## src/rtl/ctrl_pkg.sv

```systemverilog
// Shared encodings for the control sequencer: state codes, memory/ALU opcodes,
// trap codes, datapath mux selects and the bundled output record.
package ctrl_pkg;

   localparam logic [3:0] S_FETCH_A = 4'd0;
   localparam logic [3:0] S_FETCH_R = 4'd1;
   localparam logic [3:0] S_FETCH_I = 4'd2;
   localparam logic [3:0] S_DECODE  = 4'd3;
   localparam logic [3:0] S_ALU_EX  = 4'd4;
   localparam logic [3:0] S_LS_ADDR = 4'd5;
   localparam logic [3:0] S_LD_WB   = 4'd6;
   localparam logic [3:0] S_ST_D    = 4'd7;
   localparam logic [3:0] S_ST_W    = 4'd8;
   localparam logic [3:0] S_BRANCH  = 4'd9;
   localparam logic [3:0] S_CALL    = 4'd10;
   localparam logic [3:0] S_NEXT_PC = 4'd11;
   localparam logic [3:0] S_PC_ONLY = 4'd12;
   localparam logic [3:0] S_TRAP    = 4'd13;
   localparam logic [3:0] S_VECTOR  = 4'd14;
   localparam logic [3:0] S_ERROR   = 4'd15;
   // Load data read drives exactly what fetch read drives, so it shares the code;
   // a pending-load flag picks the exit.
   localparam logic [3:0] S_LD_R    = S_FETCH_R;

   localparam logic [5:0] MOP_LD  = 6'b000000;
   localparam logic [5:0] MOP_ST  = 6'b000100;
   localparam logic [5:0] AOP_ADD = 6'b000000;

   localparam logic [5:0] TT_ILLEGAL = 6'd2;
   localparam logic [5:0] TT_MEM     = 6'd9;

   localparam logic [1:0] NPC_SEL_INC = 2'd0;
   localparam logic [1:0] NPC_SEL_TBR = 2'd1;
   localparam logic [1:0] NPC_SEL_BR  = 2'd2;
   localparam logic [1:0] CIN_SEL_PC  = 2'd0;
   localparam logic [1:0] CIN_SEL_ALU = 2'd2;
   localparam logic [1:0] CIN_SEL_MDR = 2'd3;
   localparam logic [1:0] RC_SEL_RD   = 2'd0;
   localparam logic [1:0] RC_SEL_R15  = 2'd3;
   localparam logic [1:0] MAR_SEL_ALU = 2'd0;
   localparam logic [1:0] MAR_SEL_PC  = 2'd1;
   localparam logic [1:0] MDR_SEL_RAM = 2'd0;
   localparam logic [1:0] MDR_SEL_RFA = 2'd1;
   localparam logic       DISP_22     = 1'b0;
   localparam logic       DISP_30     = 1'b1;

   typedef struct packed {
      logic       ire;
      logic       mdre;
      logic       mare;
      logic       pce;
      logic       npce;
      logic       npc_add;
      logic       rfe;
      logic       alue;
      logic       mfa;
      logic       mop_sel;
      logic       aop_sel;
      logic       ra_sel;
      logic       baux;
      logic       disp_sel;
      logic       tqe;
      logic [1:0] npc_sel;
      logic [1:0] alu_sel;
      logic [1:0] cin_sel;
      logic [1:0] rc_sel;
      logic [1:0] mar_sel;
      logic [1:0] mdr_sel;
      logic [5:0] op1;
      logic [5:0] tq_in;
      logic       err_halt;
   } ctrl_out_t;

   function automatic logic is_mem_wait(input logic [3:0] st);
      return (st == S_FETCH_R) || (st == S_ST_W);
   endfunction

endpackage

```

## src/rtl/branch_cond_eval.sv

```systemverilog
// SPARC Bicc condition evaluator: maps a 4-bit cond field and {N,Z,V,C} to taken.
module branch_cond_eval
(
   input  logic [3:0] cond,
   input  logic [3:0] icc,
   output logic       taken
);

   logic w_n, w_z, w_v, w_c;
   logic w_base;

   assign {w_n, w_z, w_v, w_c} = icc;

   // cond[3] selects the complement of the lower eight conditions
   always_comb begin
      w_base = 1'b0;
      case (cond[2:0])
         3'd0:    w_base = 1'b0;
         3'd1:    w_base = w_z;
         3'd2:    w_base = w_z | (w_n ^ w_v);
         3'd3:    w_base = w_n ^ w_v;
         3'd4:    w_base = w_c | w_z;
         3'd5:    w_base = w_c;
         3'd6:    w_base = w_n;
         3'd7:    w_base = w_v;
         default: w_base = 1'b0;
      endcase
   end

   assign taken = w_base ^ cond[3];

endmodule

```

## src/rtl/control_sequencer.sv

```systemverilog
// Microsequencer for the reduced SPARC datapath: fetch/decode/execute with an MFC
// watchdog and trap vectoring. Outputs are registered from the next state.
module control_sequencer
   import ctrl_pkg::*;
#(
   parameter int MFC_TIMEOUT = 16
) (
   input  logic        Clk,
   input  logic        Clr,
   input  logic [31:0] IR,
   input  logic [3:0]  PSR_icc,
   input  logic        MFC,
   input  logic        ET,
   output logic        IRE,
   output logic        MDRE,
   output logic        MARE,
   output logic        PCE,
   output logic        nPCE,
   output logic        nPC_ADD,
   output logic        RFE,
   output logic        ALUE,
   output logic        MFA,
   output logic        MOP_SEL,
   output logic        AOP_SEL,
   output logic        RA_SEL,
   output logic        BAUX,
   output logic        DISP_SEL,
   output logic        tQE,
   output logic [1:0]  nPC_SEL,
   output logic [1:0]  ALU_SEL,
   output logic [1:0]  CIN_SEL,
   output logic [1:0]  RC_SEL,
   output logic [1:0]  MAR_SEL,
   output logic [1:0]  MDR_SEL,
   output logic [5:0]  OP1,
   output logic [5:0]  tQ_IN,
   output logic        ErrHalt,
   output logic [3:0]  State
);

   localparam int              WD_W    = $clog2(MFC_TIMEOUT);
   localparam logic [WD_W-1:0] WD_LAST = WD_W'(MFC_TIMEOUT - 1);

   logic [3:0]      r_state, w_state_nxt;
   logic            r_live;
   logic            r_ld_pend, w_ld_pend_nxt;
   logic            r_taken, w_taken_nxt, w_taken;
   logic [5:0]      r_code, w_code_nxt;
   logic [WD_W-1:0] r_wd;
   logic            w_wd_exp;
   ctrl_out_t       r_out, w_out_nxt;
   logic            w_unused_ir;

   assign w_unused_ir = ^{IR[29], IR[20:14], IR[12:0]};
   assign w_wd_exp    = (r_wd == WD_LAST) && !MFC;

   branch_cond_eval u_bce (
      .cond  (IR[28:25]),
      .icc   (PSR_icc),
      .taken (w_taken)
   );

   // Next-state selection and trap/branch bookkeeping
   always_comb begin
      w_state_nxt   = r_state;
      w_ld_pend_nxt = r_ld_pend;
      w_code_nxt    = r_code;
      case (r_state)
         S_FETCH_A: begin
            // One idle cycle after reset release so FETCH_A shows its outputs
            if (r_live) begin
               w_state_nxt   = S_FETCH_R;
               w_ld_pend_nxt = 1'b0;
            end else begin
               w_state_nxt = S_FETCH_A;
            end
         end
         S_FETCH_R: begin
            if (MFC) begin
               w_state_nxt = r_ld_pend ? S_LD_WB : S_FETCH_I;
            end else if (w_wd_exp) begin
               w_state_nxt = S_TRAP;
               w_code_nxt  = TT_MEM;
            end else begin
               w_state_nxt = S_FETCH_R;
            end
         end
         S_FETCH_I: w_state_nxt = S_DECODE;
         S_DECODE: begin
            case (IR[31:30])
               2'b10: w_state_nxt = S_ALU_EX;
               2'b11: w_state_nxt = S_LS_ADDR;
               2'b01: w_state_nxt = S_CALL;
               2'b00: begin
                  if (IR[24:22] == 3'b010) begin
                     w_state_nxt = S_BRANCH;
                  end else begin
                     w_state_nxt = S_TRAP;
                     w_code_nxt  = TT_ILLEGAL;
                  end
               end
               default: begin
                  w_state_nxt = S_TRAP;
                  w_code_nxt  = TT_ILLEGAL;
               end
            endcase
         end
         S_ALU_EX: w_state_nxt = S_NEXT_PC;
         S_LS_ADDR: begin
            if (IR[21]) begin
               w_state_nxt = S_ST_D;
            end else begin
               w_state_nxt   = S_LD_R;
               w_ld_pend_nxt = 1'b1;
            end
         end
         S_LD_WB:   w_state_nxt = S_NEXT_PC;
         S_ST_D:    w_state_nxt = S_ST_W;
         S_ST_W: begin
            if (MFC) begin
               w_state_nxt = S_NEXT_PC;
            end else if (w_wd_exp) begin
               w_state_nxt = S_TRAP;
               w_code_nxt  = TT_MEM;
            end else begin
               w_state_nxt = S_ST_W;
            end
         end
         S_BRANCH:  w_state_nxt = r_taken ? S_PC_ONLY : S_NEXT_PC;
         S_CALL:    w_state_nxt = S_PC_ONLY;
         S_NEXT_PC: w_state_nxt = S_FETCH_A;
         S_PC_ONLY: w_state_nxt = S_FETCH_A;
         S_TRAP:    w_state_nxt = ET ? S_VECTOR : S_ERROR;
         S_VECTOR:  w_state_nxt = S_PC_ONLY;
         S_ERROR:   w_state_nxt = S_ERROR;
         default:   w_state_nxt = S_ERROR;
      endcase
      w_taken_nxt = (w_state_nxt == S_BRANCH) ? w_taken : r_taken;
   end

   // Moore output decode of the state being entered
   always_comb begin
      w_out_nxt = '0;
      case (w_state_nxt)
         S_FETCH_A: begin
            w_out_nxt.mar_sel = MAR_SEL_PC;
            w_out_nxt.mare    = 1'b1;
         end
         S_FETCH_R: begin
            w_out_nxt.mfa     = 1'b1;
            w_out_nxt.mop_sel = 1'b1;
            w_out_nxt.op1     = MOP_LD;
            w_out_nxt.mdr_sel = MDR_SEL_RAM;
            w_out_nxt.mdre    = 1'b1;
         end
         S_FETCH_I: w_out_nxt.ire = 1'b1;
         S_DECODE:  w_out_nxt = '0;
         S_ALU_EX: begin
            w_out_nxt.alue    = 1'b1;
            w_out_nxt.alu_sel = {1'b0, IR[13]};
            w_out_nxt.cin_sel = CIN_SEL_ALU;
            w_out_nxt.rc_sel  = RC_SEL_RD;
            w_out_nxt.rfe     = 1'b1;
         end
         S_LS_ADDR: begin
            w_out_nxt.alue    = 1'b1;
            w_out_nxt.aop_sel = 1'b1;
            w_out_nxt.op1     = AOP_ADD;
            w_out_nxt.alu_sel = {1'b0, IR[13]};
            w_out_nxt.mar_sel = MAR_SEL_ALU;
            w_out_nxt.mare    = 1'b1;
         end
         S_LD_WB: begin
            w_out_nxt.cin_sel = CIN_SEL_MDR;
            w_out_nxt.rc_sel  = RC_SEL_RD;
            w_out_nxt.rfe     = 1'b1;
         end
         S_ST_D: begin
            w_out_nxt.ra_sel  = 1'b1;
            w_out_nxt.mdr_sel = MDR_SEL_RFA;
            w_out_nxt.mdre    = 1'b1;
         end
         S_ST_W: begin
            w_out_nxt.mfa     = 1'b1;
            w_out_nxt.mop_sel = 1'b1;
            w_out_nxt.op1     = MOP_ST;
         end
         S_BRANCH: begin
            w_out_nxt.baux     = w_taken_nxt;
            w_out_nxt.disp_sel = DISP_22;
            w_out_nxt.npc_sel  = w_taken_nxt ? NPC_SEL_BR : NPC_SEL_INC;
            w_out_nxt.npce     = w_taken_nxt;
         end
         S_CALL: begin
            w_out_nxt.rc_sel   = RC_SEL_R15;
            w_out_nxt.cin_sel  = CIN_SEL_PC;
            w_out_nxt.rfe      = 1'b1;
            w_out_nxt.baux     = 1'b1;
            w_out_nxt.disp_sel = DISP_30;
            w_out_nxt.npc_sel  = NPC_SEL_BR;
            w_out_nxt.npce     = 1'b1;
         end
         S_NEXT_PC: begin
            w_out_nxt.pce     = 1'b1;
            w_out_nxt.npce    = 1'b1;
            w_out_nxt.npc_add = 1'b1;
            w_out_nxt.npc_sel = NPC_SEL_INC;
         end
         S_PC_ONLY: w_out_nxt.pce = 1'b1;
         S_TRAP: begin
            w_out_nxt.tqe   = 1'b1;
            w_out_nxt.tq_in = w_code_nxt;
         end
         S_VECTOR: begin
            w_out_nxt.npc_sel = NPC_SEL_TBR;
            w_out_nxt.npce    = 1'b1;
         end
         S_ERROR:   w_out_nxt.err_halt = 1'b1;
         default:   w_out_nxt = '0;
      endcase
   end

   // State, trap code, branch decision and output registers
   always_ff @(posedge Clk or negedge Clr) begin
      if (!Clr) begin
         r_state       <= S_FETCH_A;
         r_live        <= 1'b0;
         r_ld_pend     <= 1'b0;
         r_taken       <= 1'b0;
         r_code        <= 6'd0;
         r_out         <= '0;
         r_out.mar_sel <= MAR_SEL_PC;
      end else begin
         r_state   <= w_state_nxt;
         r_live    <= 1'b1;
         r_ld_pend <= w_ld_pend_nxt;
         r_taken   <= w_taken_nxt;
         r_code    <= w_code_nxt;
         r_out     <= w_out_nxt;
      end
   end

   // MFC watchdog: restart on entering a memory wait, count while waiting
   always_ff @(posedge Clk or negedge Clr) begin
      if (!Clr) begin
         r_wd <= '0;
      end else if (is_mem_wait(w_state_nxt) && (w_state_nxt != r_state)) begin
         r_wd <= '0;
      end else if (is_mem_wait(r_state)) begin
         r_wd <= r_wd + WD_W'(1);
      end else begin
         r_wd <= r_wd;
      end
   end

   assign IRE      = r_out.ire;
   assign MDRE     = r_out.mdre;
   assign MARE     = r_out.mare;
   assign PCE      = r_out.pce;
   assign nPCE     = r_out.npce;
   assign nPC_ADD  = r_out.npc_add;
   assign RFE      = r_out.rfe;
   assign ALUE     = r_out.alue;
   assign MFA      = r_out.mfa;
   assign MOP_SEL  = r_out.mop_sel;
   assign AOP_SEL  = r_out.aop_sel;
   assign RA_SEL   = r_out.ra_sel;
   assign BAUX     = r_out.baux;
   assign DISP_SEL = r_out.disp_sel;
   assign tQE      = r_out.tqe;
   assign nPC_SEL  = r_out.npc_sel;
   assign ALU_SEL  = r_out.alu_sel;
   assign CIN_SEL  = r_out.cin_sel;
   assign RC_SEL   = r_out.rc_sel;
   assign MAR_SEL  = r_out.mar_sel;
   assign MDR_SEL  = r_out.mdr_sel;
   assign OP1      = r_out.op1;
   assign tQ_IN    = r_out.tq_in;
   assign ErrHalt  = r_out.err_halt;
   assign State    = r_state;

endmodule

```

## config.mk

```make
export PLATFORM = sky130hd
export DESIGN_NAME = control_sequencer
export DESIGN_NICKNAME = d
export VERILOG_FILES = /design/src/rtl/ctrl_pkg.sv /design/src/rtl/branch_cond_eval.sv /design/src/rtl/control_sequencer.sv
export SDC_FILE = /design/constraint.sdc
export NUM_CORES = 1
export LEC_CHECK = 0
export CAP_MARGIN = 40
export CELL_PAD_IN_SITES_DETAIL_PLACEMENT = 1
export CELL_PAD_IN_SITES_GLOBAL_PLACEMENT = 1
export CORE_ASPECT_RATIO = 0.6
export CORE_UTILIZATION = 30
export CTS_BUF_LIST = sky130_fd_sc_hd__clkbuf_8 sky130_fd_sc_hd__clkbuf_16
export CTS_CLUSTER_SIZE = 8
export DETAILED_ROUTE_END_ITERATION = 16
export PLACE_DENSITY_LB_ADDON = 0.25
export SETUP_SLACK_MARGIN = 0.05
export SYNTH_ARGS = -nofsm -noshare
export SYNTH_HDL_FRONTEND = slang
export SYNTH_SLANG_ARGS = --single-unit
```

## constraint.sdc

```tcl
create_clock -name Clk -period 2.3 [get_ports Clk]
set_input_delay 0.345 -clock Clk [delete_from_list [all_inputs] [get_ports Clk]]
set_output_delay 0.345 -clock Clk [all_outputs]
set_load 0.01 [all_outputs]
```

* Yosys cells after proc, flatten, opt, wreduce, memory -nomap -nowiden
Cells that the tools add are included.
** Storage, ports and cells
- Output and inout port bits :: 44
- Flip-flop bits (word level) :: 57
- Word-level logic and storage cells :: 148
- Input port bits :: 40
** Cells by class
- Equal/unequal tests :: 44
- Reduce and logical (&&, ||, !) cells :: 23
- Bitwise logic cells :: 4
- Add/sub/neg operators :: 1
- Multiplexer cells :: 46
** Operator list (number)
- $eq 4x4->1 const B :: 17
- $pmux 4 s13 :: 1
- $eq 4x3->1 const B :: 8
- $mux 6 :: 5
- $mux 3 :: 7
- $mux 1 :: 19
- $reduce_or 2->1 :: 9
- $mux 4 :: 4
- $pmux 4 s4 :: 1
- $eq 3x3->1 const B :: 4
- $eq 4x2->1 const B :: 3
- $pmux 4 s3 :: 1
- $pmux 6 s2 :: 1
- $eq 3x2->1 const B :: 3
- $eq 4x1->1 const B :: 2
- $logic_not 4->1 :: 2
- $pmux 1 s8 :: 1
- $pmux 2 s3 :: 1
- $reduce_or 3->1 :: 2
- $add 4x1->4 const B :: 1
- $eq 2x2->1 const B :: 2
- $mux 2 :: 2
- $ne 2x2->1 const B :: 2
- $ne 4x4->1 :: 1
- other kinds (13) :: 19

* Depth between registers and ports, before layout
- Depth after elaboration :: 9
- Mapped depth :: 10

* By module
From an unflattened synthesis, not the netlist that was laid out.
** Unflattened totals
- Cells, all modules :: 233
- Area total of the unflattened synthesis :: 2483.6 um^2
** Modules (own cells, without submodules)
- control_sequencer :: cells an instance 222, times used 1, seq. area each 1152.4 um^2, area each 2412.3 um^2
- branch_cond_eval :: cells an instance 11, times used 1, seq. area each 0.0 um^2, area each 71.3 um^2

* Least setup slack after synthesis
OpenSTA, ideal clock, no wires.
- Path kind :: input-to-reg
- From :: input IR[31]
- To :: register r_taken
- Path buffers :: 1
- Required time :: 2.172 ns
- Cell stages on the path :: 10
- Slack :: 0.015 ns
- Arrival :: 2.158 ns
- Path through :: inv_1 -> ha_1 -> nor3b_1 -> a2111o_1 -> and3_1 -> buf_4 -> inv_2 -> or4_4 -> nor3_2 -> mux2_1
** Between the ends
- Longest elaborated chain between the ends :: 5
- Elaborated cells on any way between the ends :: 8
- Those cells by class :: 4 x eq/ne; 3 x mux; 1 x reduce/logical
** Ends and longest elaborated chain
- start, declared :: RTL line control_sequencer.sv:10 : input logic [31:0] IR,
- $eq 2x1->1, or another cell as far along :: RTL line control_sequencer.sv:90 : case (IR[31:30])
- $pmux 4 s4 (*) :: RTL line control_sequencer.sv:90
- $pmux 4 s13 (*) :: RTL line control_sequencer.sv:68 : case (r_state)
- net w_state_nxt[1] :: RTL line control_sequencer.sv:44 : logic [3:0] r_state, w_state_nxt;
- $eq 4x4->1 (*) :: RTL line control_sequencer.sv:138 : w_taken_nxt = (w_state_nxt == S_BRANCH) ? w_taken : r_taken;
- $mux 1 (*) :: RTL line control_sequencer.sv:138
- net w_taken_nxt :: RTL line control_sequencer.sv:47 : logic r_taken, w_taken_nxt, w_taken;
- end signal, assigned :: RTL line control_sequencer.sv:237 : r_taken <= w_taken_nxt;
- end, declared :: RTL line control_sequencer.sv:47
The timed path passes the listed nets; every way through them passes the cells marked *.
A chain may end at the register's enable or synchronous reset.

* Worst setup path in the final report
- From :: register r_state[0], in the netlist State[0]
- To :: register r_wd[1]
** Between the ends
- Longest elaborated chain between the ends :: 7
- Elaborated cells on any way between the ends :: 28
- Those cells by class :: 18 x eq/ne; 2 x mux; 8 x reduce/logical
** Ends and longest elaborated chain
- start, declared :: RTL line control_sequencer.sv:44
- start signal, assigned :: RTL line control_sequencer.sv:234 : r_state <= w_state_nxt;
- $eq 4x4->1 or $eq 4x3->1 (tied branches) :: RTL line control_sequencer.sv:68
- $reduce_or 2->1 (no source line)
- $pmux 4 s13 (*) :: RTL line control_sequencer.sv:68
- net w_state_nxt[0] :: RTL line control_sequencer.sv:44
- $eq 4x1->1 or $eq 4x4->1 (tied branches) :: RTL line ctrl_pkg.sv:75 : return (st == S_FETCH_R) || (st == S_ST_W);
- $logic_or 1x1->1 :: RTL line ctrl_pkg.sv:75
- $logic_and 1x1->1 (*) :: RTL line control_sequencer.sv:247 : end else if (is_mem_wait(w_state_nxt) && (w_state_nxt != r_state)) begin
- $mux 4 or $reduce_bool 2->1 (tied branches)
- end signal, assigned :: RTL line control_sequencer.sv:250 : r_wd <= r_wd + WD_W'(1);
- end signal, assigned :: RTL line control_sequencer.sv:252 : r_wd <= r_wd;
- end, declared :: RTL line control_sequencer.sv:49 : logic [WD_W-1:0] r_wd;
Marks and branches as above.

==> results.ini <==
[status]
status = finished clean

[routing]
drt_wl_total_um = 6290
wire_per_inst_um = 14.8
ant_nets = 0
drc = 0
drtPass1Iterations = 4
vias_per_cell = 4.56
drt-initial-drc-count = 75
via_count = 1941

[sta]
slew_headroom_pct = 63.3
hold_violations = 0
setup_violations = 0
fin_crit_ns = 2.22
period_share_pct = 96.3
fin_worst_skew_ns = 0.00361
fin_ws_ns = 0.0846
timing.hold.ws_ns = 0.0497
slew_violations = 0
max_freq_mhz = 451
tightest_slew_ns = 0.551
grt_setup_unrepaired = yes

[logic_synthesis]
synth_ff_type = dfrtp_1
synth_top_area_share_pct = 50.0
synth_cells = 217
synth_top_cell_by_area = dfrtp_1
synthAdderAreaFrac_pct = 2.78
synth_area_per_cell_um2 = 10.4
yosysSeqAreaShare_pct = 51.1
synth_xor_area_share_pct = 2.33
synth_edf_count = 0
yosysWarnings = 0
synth.distinct_cells = 55
synth_area_leaders = dfrtp_1, buf_4, nor2_1, ha_1, nand2_1
synth_top_family_by_area = simple AND/OR/NAND/NOR gates
synth-seq-cells = 46
synthesis.area_um2 = 2250
synth_async_sr_flop_share_pct = 100
synth-simple-area-share_pct = 18.7
synth_compound_area_share_pct = 13.9
synthMuxAreaShare_pct = 1.83
synth_common_cells = dfrtp_1, nor2_1, nand2_1
synth.most_common_cell = dfrtp_1

[setup_path]
path_max_fanout = 5
crit_path_cell_trace = buf_12 > a311o_1 > and4_4 > a211oi_4 > and2_4 > inv_2 > o41a_1 > a21oi_2
path_delay_family = compound AO/OA/AOI/OAI gates
crit_type = register to register
end_kind = register
worstPathArrival_ns = 2.42
crit_path_start_kind = register
critical_path.max_stage_delay_ns = 0.44
cp.required_ns = 2.51
worst-path-buf-inv = 2
cpMaxStageDelayCell = dfrtp_2

[power]
ir_drop_v = 0.000508
powerDensity_nw_per_um2 = 1460
leakage_nw = 1.67
total_power_mw = 5.09

[place]
globalplace.congestion = 0.786
io_buffers = 54
placed_cells = 406
hpwl_um = 4570
dp_slack_ns = -0.435

[run]
drv_cap = 0

[clock_network]
cts_tree = done
cts_buffer_depth = 2
clock_latency_ns = 0.28
cts.clk_slew.worst_paths_ns = 0.06
ctsHtreeMaxLevel = 2
clock-sinks = 46
ctsHoldBuffers = 0
cts_root_buf = clkbuf_16
numCtsBuffers = 5

[layout]
area_delta_synth_final_pct = 54.4
diodes = 0
stdcell_count = 426
nNetsFinal = 366
fin_util_pct = 47.9
drive_gt1_share_pct = 28.9

[global_routing]
grt_pass1_vias = 2072
grt_pass1_wl_um = 10500
antenna_found_initial = 0
grt_max_degree = 25
grt_overflow_total = 0
grtUsageTotal_pct = 17.1

[die]
io_pins = 84
die_h_um = 69.1
die_width_um = 114
fp.coreArea_um2 = 7270
initial_core_util_pct = 31.0
row_count = 24
dieArea_um2 = 7870

[min_path]
min_path_type = primary input to async pin

[kinds of logic (layout without fill, tap and decap cells)]
kind of cell | after synthesis | count (layout)
AND/OR/NAND/NOR | 79 | 79
flip-flops | 46 | 46
AO/OA/AOI/OAI | 40 | 40
buffers and inverters | 35 | 133
XOR/XNOR | 6 | 6
adder cells (fa/ha/maj) | 5 | 5
multiplexers | 4 | 4
other | 2 | 9
[routing by layer]
metal  GRT usage, %  share of wire [%]  up-vias  wire, um
met5              0                  0        -         0
met1           25.0                 50      958      3120
met4           2.60               0.13        0         8
li1               -                  -      927         -
met3           4.40                6.3        2       399
met2           25.8                 44       54      2770
[area by class of cell]
cell class / instances / area (um2)
clock inverter: 3 / 37.5
sequential: 46 / 1160
tap: 104 / 130
timing repair buffer: 108 / 977
clock buffer: 5 / 125
fill: 832 / 3790
multi-input combinational: 143 / 987
inverter: 17 / 63.8
[final timing paths]
path                       startpoint  cells past startpoint         to  slack, ns
hold reg to reg             r_code[2]                      2  r_code[2]       0.47
min in group Clk            r_code[2]                      2  r_code[2]       0.47
setup reg to reg             State[0]                      8    r_wd[1]       0.08
hold / removal                    Clr                      1       BAUX       0.05
max in group asynchronous         Clr                      2   State[2]       1.73
setup / recovery             State[0]                      8    r_wd[1]       0.08
[state kept, by name (all words and copies together), names as in the netlist, 2 cells and up]
signal / count
r_wd: 4
nPC_SEL: 2
State: 4
CIN_SEL: 2
r_code: 6
tQ_IN: 6
[metrics by stage]
stage | setup TNS (ns) | instance area [um2]
final | 0 | 3480
after detailed placement | -7.86 | 3140
after floorplan | 0 | 2290
after global routing | 0 | 3480
after global placement | -6.27 | 3140
after CTS | 0 | 3400
[worst register-to-register path, stage by stage (launching register included)]
cell and delay (ns):
dfrtp_2 0.44, buf_12 0.15, a311o_1 0.27, and4_4 0.17, a211oi_4 0.26, and2_4 0.20
inv_2 0.04, o41a_1 0.42, a21oi_2 0.19
[placed cells by master (no fill, tap or decap), types with 5 or more instances in the layout]
master           instances
buf_4                   50
clkdlybuf4s50_1         47
dfrtp_1                 41
nor2_1                  17
nand2_1                 16
inv_1                   14
nand3_1                 10
conb_1                   9
a21oi_1                  7
inv_2                    5
nor2b_1                  5
clkbuf_16                5
[repair_timing]
item | 4_1_cts | 5_1_grt
endpoints found under the setup margin | 11 | 9
gates resized for setup | 15 | 13
setup buffers | 7 | 5
pin swaps | 14 | 12
[power breakdown]
group / total [mW] / leakage [nW] / switching [mW] / internal, mW
clock network: 0.784 / 0.0864 / 0.280 / 0.504
registers: 1.19 / 0.607 / 0.159 / 1.03
logic: 3.11 / 0.980 / 1.54 / 1.57
Note: power is estimated with default switching activity, not from simulation.
